--- src/rtl/int_event_capture.sv ---
// +--------------------------------------------------------------------------+
// | int_event_capture: rising-edge interrupt capture into a timestamped FIFO  |
// | Revision: 1.0                                                             |
// +--------------------------------------------------------------------------+
`default_nettype none

module int_event_capture #(
  parameter int WIDTH = 56,
  parameter int DEPTH = 8,
  parameter int TS_W  = 32
) (
  input  logic                     clk,
  input  logic                     rst_b,
  input  logic [WIDTH-1:0]         interrupt,
  input  logic [WIDTH-1:0]         int_mask,
  output logic                     evt_valid,
  input  logic                     evt_ready,
  output logic [$clog2(WIDTH)-1:0] evt_idx,
  output logic [TS_W-1:0]          evt_ts,
  output logic                     lost_flag,
  input  logic                     lost_clr
);

  localparam int IDX_W = $clog2(WIDTH);
  localparam int PTR_W = $clog2(DEPTH);

  logic [WIDTH-1:0] int_q;
  logic             armed;
  logic [TS_W-1:0]  ts_cnt;
  logic [WIDTH-1:0] pending;
  logic [TS_W-1:0]  line_ts [WIDTH];

  logic [IDX_W-1:0] fifo_idx [DEPTH];
  logic [TS_W-1:0]  fifo_ts  [DEPTH];
  logic [PTR_W:0]   wr_ptr;
  logic [PTR_W:0]   rd_ptr;

  logic [WIDTH-1:0] rise;
  logic [WIDTH-1:0] clr_vec;
  logic             sel_any;
  logic [IDX_W-1:0] sel_idx;
  logic [TS_W-1:0]  sel_ts;
  logic             fifo_empty;
  logic             fifo_full;
  logic             push;
  logic             pop;
  logic             loss;

  // armed stays low for the first cycle after reset so a line already high is absorbed into int_q
  assign rise = interrupt & ~int_q & int_mask & {WIDTH{armed}};

  // Descending scan leaves the lowest-index pending line selected
  always_comb begin
    sel_any = 1'b0;
    sel_idx = '0;
    sel_ts  = '0;
    for (int i = WIDTH - 1; i >= 0; i--) begin
      if (pending[i]) begin
        sel_any = 1'b1;
        sel_idx = IDX_W'(i);
        sel_ts  = line_ts[i];
      end
    end
  end

  assign fifo_empty = (wr_ptr == rd_ptr);
  assign fifo_full  = (wr_ptr[PTR_W] != rd_ptr[PTR_W]) &&
                      (wr_ptr[PTR_W-1:0] == rd_ptr[PTR_W-1:0]);
  assign pop        = evt_valid & evt_ready;
  assign push       = sel_any & (~fifo_full | pop);

  always_comb begin
    clr_vec = '0;
    for (int i = 0; i < WIDTH; i++) begin
      clr_vec[i] = push && (sel_idx == IDX_W'(i));
    end
  end

  assign loss = |(rise & pending & ~clr_vec);

  always_ff @(posedge clk or negedge rst_b) begin
    if (!rst_b) begin
      int_q     <= '0;
      armed     <= 1'b0;
      ts_cnt    <= '0;
      pending   <= '0;
      lost_flag <= 1'b0;
      wr_ptr    <= '0;
      rd_ptr    <= '0;
      for (int i = 0; i < WIDTH; i++) begin
        line_ts[i] <= '0;
      end
    end else begin
      int_q  <= interrupt;
      armed  <= 1'b1;
      ts_cnt <= ts_cnt + TS_W'(1);
      for (int i = 0; i < WIDTH; i++) begin
        // An edge landing on the cycle its line is pushed starts a fresh event
        if (rise[i] && (!pending[i] || clr_vec[i])) begin
          pending[i] <= 1'b1;
          line_ts[i] <= ts_cnt;
        end else if (clr_vec[i]) begin
          pending[i] <= 1'b0;
        end
      end
      if (loss) begin
        lost_flag <= 1'b1;
      end else if (lost_clr) begin
        lost_flag <= 1'b0;
      end
      if (push) begin
        wr_ptr <= wr_ptr + (PTR_W+1)'(1);
      end
      if (pop) begin
        rd_ptr <= rd_ptr + (PTR_W+1)'(1);
      end
    end
  end

  always_ff @(posedge clk) begin
    if (push) begin
      fifo_idx[wr_ptr[PTR_W-1:0]] <= sel_idx;
      fifo_ts[wr_ptr[PTR_W-1:0]]  <= sel_ts;
    end
  end

  assign evt_valid = ~fifo_empty;
  assign evt_idx   = evt_valid ? fifo_idx[rd_ptr[PTR_W-1:0]] : '0;
  assign evt_ts    = evt_valid ? fifo_ts[rd_ptr[PTR_W-1:0]]  : '0;

endmodule

`default_nettype wire

--- config.mk ---
export PLATFORM = sky130hd
export DESIGN_NAME = int_event_capture
export DESIGN_NICKNAME = d
export VERILOG_FILES = /design/src/rtl/int_event_capture.sv
export SDC_FILE = /design/constraint.sdc
export NUM_CORES = 2
export LEC_CHECK = 0
export CAP_MARGIN = 20
export CORE_ASPECT_RATIO = 1.25
export CORE_MARGIN = 4
export CORE_UTILIZATION = 57
export CTS_CLUSTER_DIAMETER = 30
export CTS_CLUSTER_SIZE = 20
export DETAILED_ROUTE_END_ITERATION = 16
export PLACE_DENSITY = 0.88
export SLEW_MARGIN = 0
export SYNTH_ARGS = -nofsm -noshare
export SYNTH_HDL_FRONTEND = slang
export SYNTH_SLANG_ARGS = --single-unit
--- constraint.sdc ---
create_clock -name clk -period 4.7 [get_ports clk]
set_input_delay 1.41 -clock clk [delete_from_list [all_inputs] [get_ports clk]]
set_output_delay 1.41 -clock clk [all_outputs]
set_load 0.005 [all_outputs]
==> summary.md <==
| Metric | Value |
|---|---|
| Outcome | finished with violations |
| Failing checks | negative setup slack |
| HP Class | in -> async |
| Hold-fix buffers, CTS | 0 |
| Initial DRC count | ~12000 |
| Core Region | 172100 sq um |
| Clock share of power | approximately 44% |
| Final WS setup | -0.1298 ns |
| Startpoint types | flop |
| Vias in the first global route | around 81000 |
| Row cnt | 170 |
| Die Wd | 380.6 um |
| P per Cell Area | 536.2 nW/um^2 |
| Share of layout cells above drive strength 1 | between 30% and 40% |
| EDFF count, synth | 304 |
| Period utilisation layout | 102.8% |
| M3 GR Usage | about 17% |
| Post-synth top area share | 49.22% |
| Die height | 473.8 um |
| Number of max-cap violations | 0 |
| GR Util met2 | between 60% and 70% |
| DRC viols | 0 |
| Port-buffer cells | ~160 |
| Total wire length | roughly 370000 um |
| Total Routing Usage GR | between 40% and 50% |
| Area leader, netlist | dfrtp_1 |
| FF-to-FF Start | pending[55] |
| Synthesized instance count | around 7500 |
| Gr ovfl total | 0 |
| Max IR drop VDD | about 0.5 mV |
| Warning count from the yosys run | 0 |
| Sequential-to-total area share from yosys stat | 58.45% |
| R2R cell count | 17 |
| Crit path largest cell delay | around 0.66 ns |
| WL/cell | around 36 um |
| CTS tree | done |
| Comb pwr share | between 10% and 20% |
| Normalized max-slew margin | between 15 and 20% |
| Count leader, synth | dfrtp_1 |
| Hold Slack | a little over 0.4 ns |
| Later-pin clock latency in the skew report | roughly 1.0 ns |
| Vias | about 80000 |
| Flops & latches, synth | between 2000 and 2500 |
| Setup Total Neg Slack | -3.121 ns |
| CP Capture Type | flop |
| Syn Area/Cell | approximately 13 sq um |
| Synthesized Nets | 7640 |
| RSZ-0062 raised after global routing | true |
| Achievable frequency | roughly 0.21 GHz |
| RD Place Congestion | between 0.9 and 1 |
| CTS sink count | roughly 2300 |
| Root Driver | clkbuf_16 |
| CTS clk-pin slew, worst paths | approximately 0.060 ns |
| Share of flip-flops with an asynchronous set or reset | ~86% |
| R2r setup slk | -0.13 ns |
| Sw power | approximately 19 mW |
| Top cells by count, synth | dfrtp_1 (1946), mux2_2 (1696), clkbuf_1 (617) |
| Vias per cell | around 7.5 |
| Worst-path cell chain | nor2b_2, buf_12, buf_4, a221oi_1, o41ai_1, a31oi_1, o21ai_0, a21oi_1, o21ai_0, buf_4, a21oi_1, nor3_1, buf_4, o21ai_0, buf_4, a21oi_1, buf_4 |
| Dpl hpwl | approximately 210000 um |
| Worst Path Arrival | between 5 and 6 ns |
| Antenna violations before repair | 35 |
| Post-route antenna net violation count | 0 |
| M1 GR Usage | approximately 46% |
| First-pass GRT wire length | approximately 540000 um |
| Die ar. | between 150000 and 200000 sq um |
| CP max FO | 17 |
| Sequential fraction of design power | roughly 37% |
| Final critical-path required period | roughly 4.8 ns |
| Final setup viols | between 60 and 70 |
| Top FF cell, synth | dfrtp_1 |
| Distinct cells, synth | 86 |
| TritonCTS Buffers | around 370 |
| Pins over their slew limit | 0 |
| Post-synthesis cell area | between 90000 and 100000 sq um |
| Top post-synthesis cells by area | dfrtp_1 (49%), mux2_2 (19%), edfxtp_1 (9.2%), a221oi_1 (2.5%), clkbuf_1 (2.3%) |
| Area growth syn-to-layout | 19.31% |
| Clk buf depth | 4 |
| Max Clock Skew | around 0.12 ns |
| Crit path kind | reg -> reg |
| Critical path required time | ~5.5 ns |
| Fin nets | between 7000 and 8000 |
| Hold Vio Cnt, Final | 0 |
| I/O pin total | around 160 |
| R2r endpoint | fifo_ts[3][30] |
| CP max stage cell | o41ai_1 |
| Crit-path most repeated cell | buf_4 |
| Switching share of power | between 20 and 30% |
| Worst slew pin tran | 1.241 ns |
| Leakage power total | around 53 nW |
| P_int | approximately 44 mW |
| Starting Density | between 50% and 60% |
| Largest net degree at the start of global routing | approximately 150 |
| Pre-Repair DR Iteration Count | 11 |
| CTS H-tree depth | 5 |
| GRT busiest layer | met2 |
[critical path: cells and delay by family, from the launching register on]
| kind | cells | cell delay [ns] |
|---|---|---|
| AO/OA/AOI/OAI | 9 | 2.43 |
| buffers and inverters | 6 | 1.22 |
| AND/OR/NAND/NOR | 2 | 0.61 |
| flip-flops | 1 | 0.43 |
[stage by stage]
| step | cell area, sq um | setup WS, ns | instances | power [mW] | util, % |
|---|---|---|---|---|---|
| 2_1_floorplan | 98950 | 0.5389 | 7521 | 28.96 | - |
| 3_3_place_gp | 105100 | 0.2584 | 9666 | 33.73 | 61.08 |
| 3_5_place_dp | 105100 | 0.2156 | 9666 | 34.25 | 61.08 |
| 4_1_cts | 117900 | 0.02577 | 10334 | 62.53 | 68.49 |
| 5_1_grt | 118000 | -0.03289 | 10338 | 64.51 | 68.57 |
| 6_report | 118000 | -0.1298 | 10356 | 63.30 | 68.60 |
[flip-flops by register name (all words and copies together) (netlist names)]
| name | count |
|---|---|
| line_ts | 1792 |
| fifo_ts | 256 |
| int_q | 56 |
| pending | 56 |
| fifo_idx | 48 |
| ts_cnt | 32 |
| rd_ptr | 4 |
| wr_ptr | 4 |
| armed | 1 |
| lost_flag | 1 |
[worst max path at each step]
| stage | start | endpoint | depth (start not counted) |
|---|---|---|---|
| finish | pending[55] | fifo_ts[3][30] | 17 |
| global route | rd_ptr[0] | evt_ts[10] | 5 |
| floorplan | evt_ready | fifo_idx[7][0] | 4 |
| CTS | rd_ptr[1] | evt_ts[31] | 5 |
| detailed placement | evt_ready | line_ts[871] | 7 |
| global placement | evt_ready | line_ts[867] | 7 |
[cell families after synthesis]
kind of cell | count (synthesis) | synth area share [%]
AOI/OAI and AO/OA | 1590 | 11.44
xor gates and xnor gates | 40 | 0.3541
adders and majority gates | 3 | 0.03794
buffers and inverters | 789 | 3.121
DFF | 2250 | 58.45
muxes | 1816 | 21.48
other | 1 | 0.003790
and+or+nand+nor | 1032 | 5.110
[metal layers]
layer  share of wire [%]  routed length (um)  up-vias
li1                    -                   -    29070
met1                  31              114900    38643
met2                  44              160800     7648
met3                  15               55500     2475
met4                  10               36770       28
met5               0.070                 258        -
[cell usage in the layout (no fill, tap or decap), types with 55 or more instances in the layout]
cell and n:
o21ai_0 324, nor2_1 266, mux2_2 1696, a221oi_1 277
clkdlybuf4s50_1 154, a221o_1 101, nand3_1 55, nand2_1 336
dfrtp_1 1910, buf_12 66, edfxtp_1 304, o221ai_1 138
buf_4 426, clkbuf_16 373, o22ai_1 245, a21oi_1 164
mux4_2 76
[final cells by class]
| type | count | area, sq um |
|---|---|---|
| multi-input combinational | 4482 | 38280 |
| inverter | 56 | 210.2 |
| fill | 9745 | 54030 |
| clock buffer | 432 | 9884 |
| timing repair buffer | 651 | 6167 |
| antenna | 19 | 47.55 |
| tap | 2236 | 2798 |
| clock inverter | 230 | 2785 |
| sequential | 2250 | 57880 |
[repair_timing]
action                                  in CTS  in global routing
hold endpoints to repair                     0                  0
endpoints found under the setup margin      55                115
pin swaps                                    0                  1
gates resized for setup                      7                 25
buffers inserted                             6                  0
cloned                                       0                  1
[power groups by stage]
stage | combinational, mW | sequential, mW | clock, mW
after floorplan | 5.79 | 23.2 | 0
after global placement | 10.3 | 23.4 | 0
after detailed placement | 10.6 | 23.6 | 0
after CTS | 11.3 | 23.4 | 27.7
after global routing | 12.2 | 23.6 | 28.7
final | 11.9 | 23.5 | 27.9
Power figures use the tool's default switching activity.
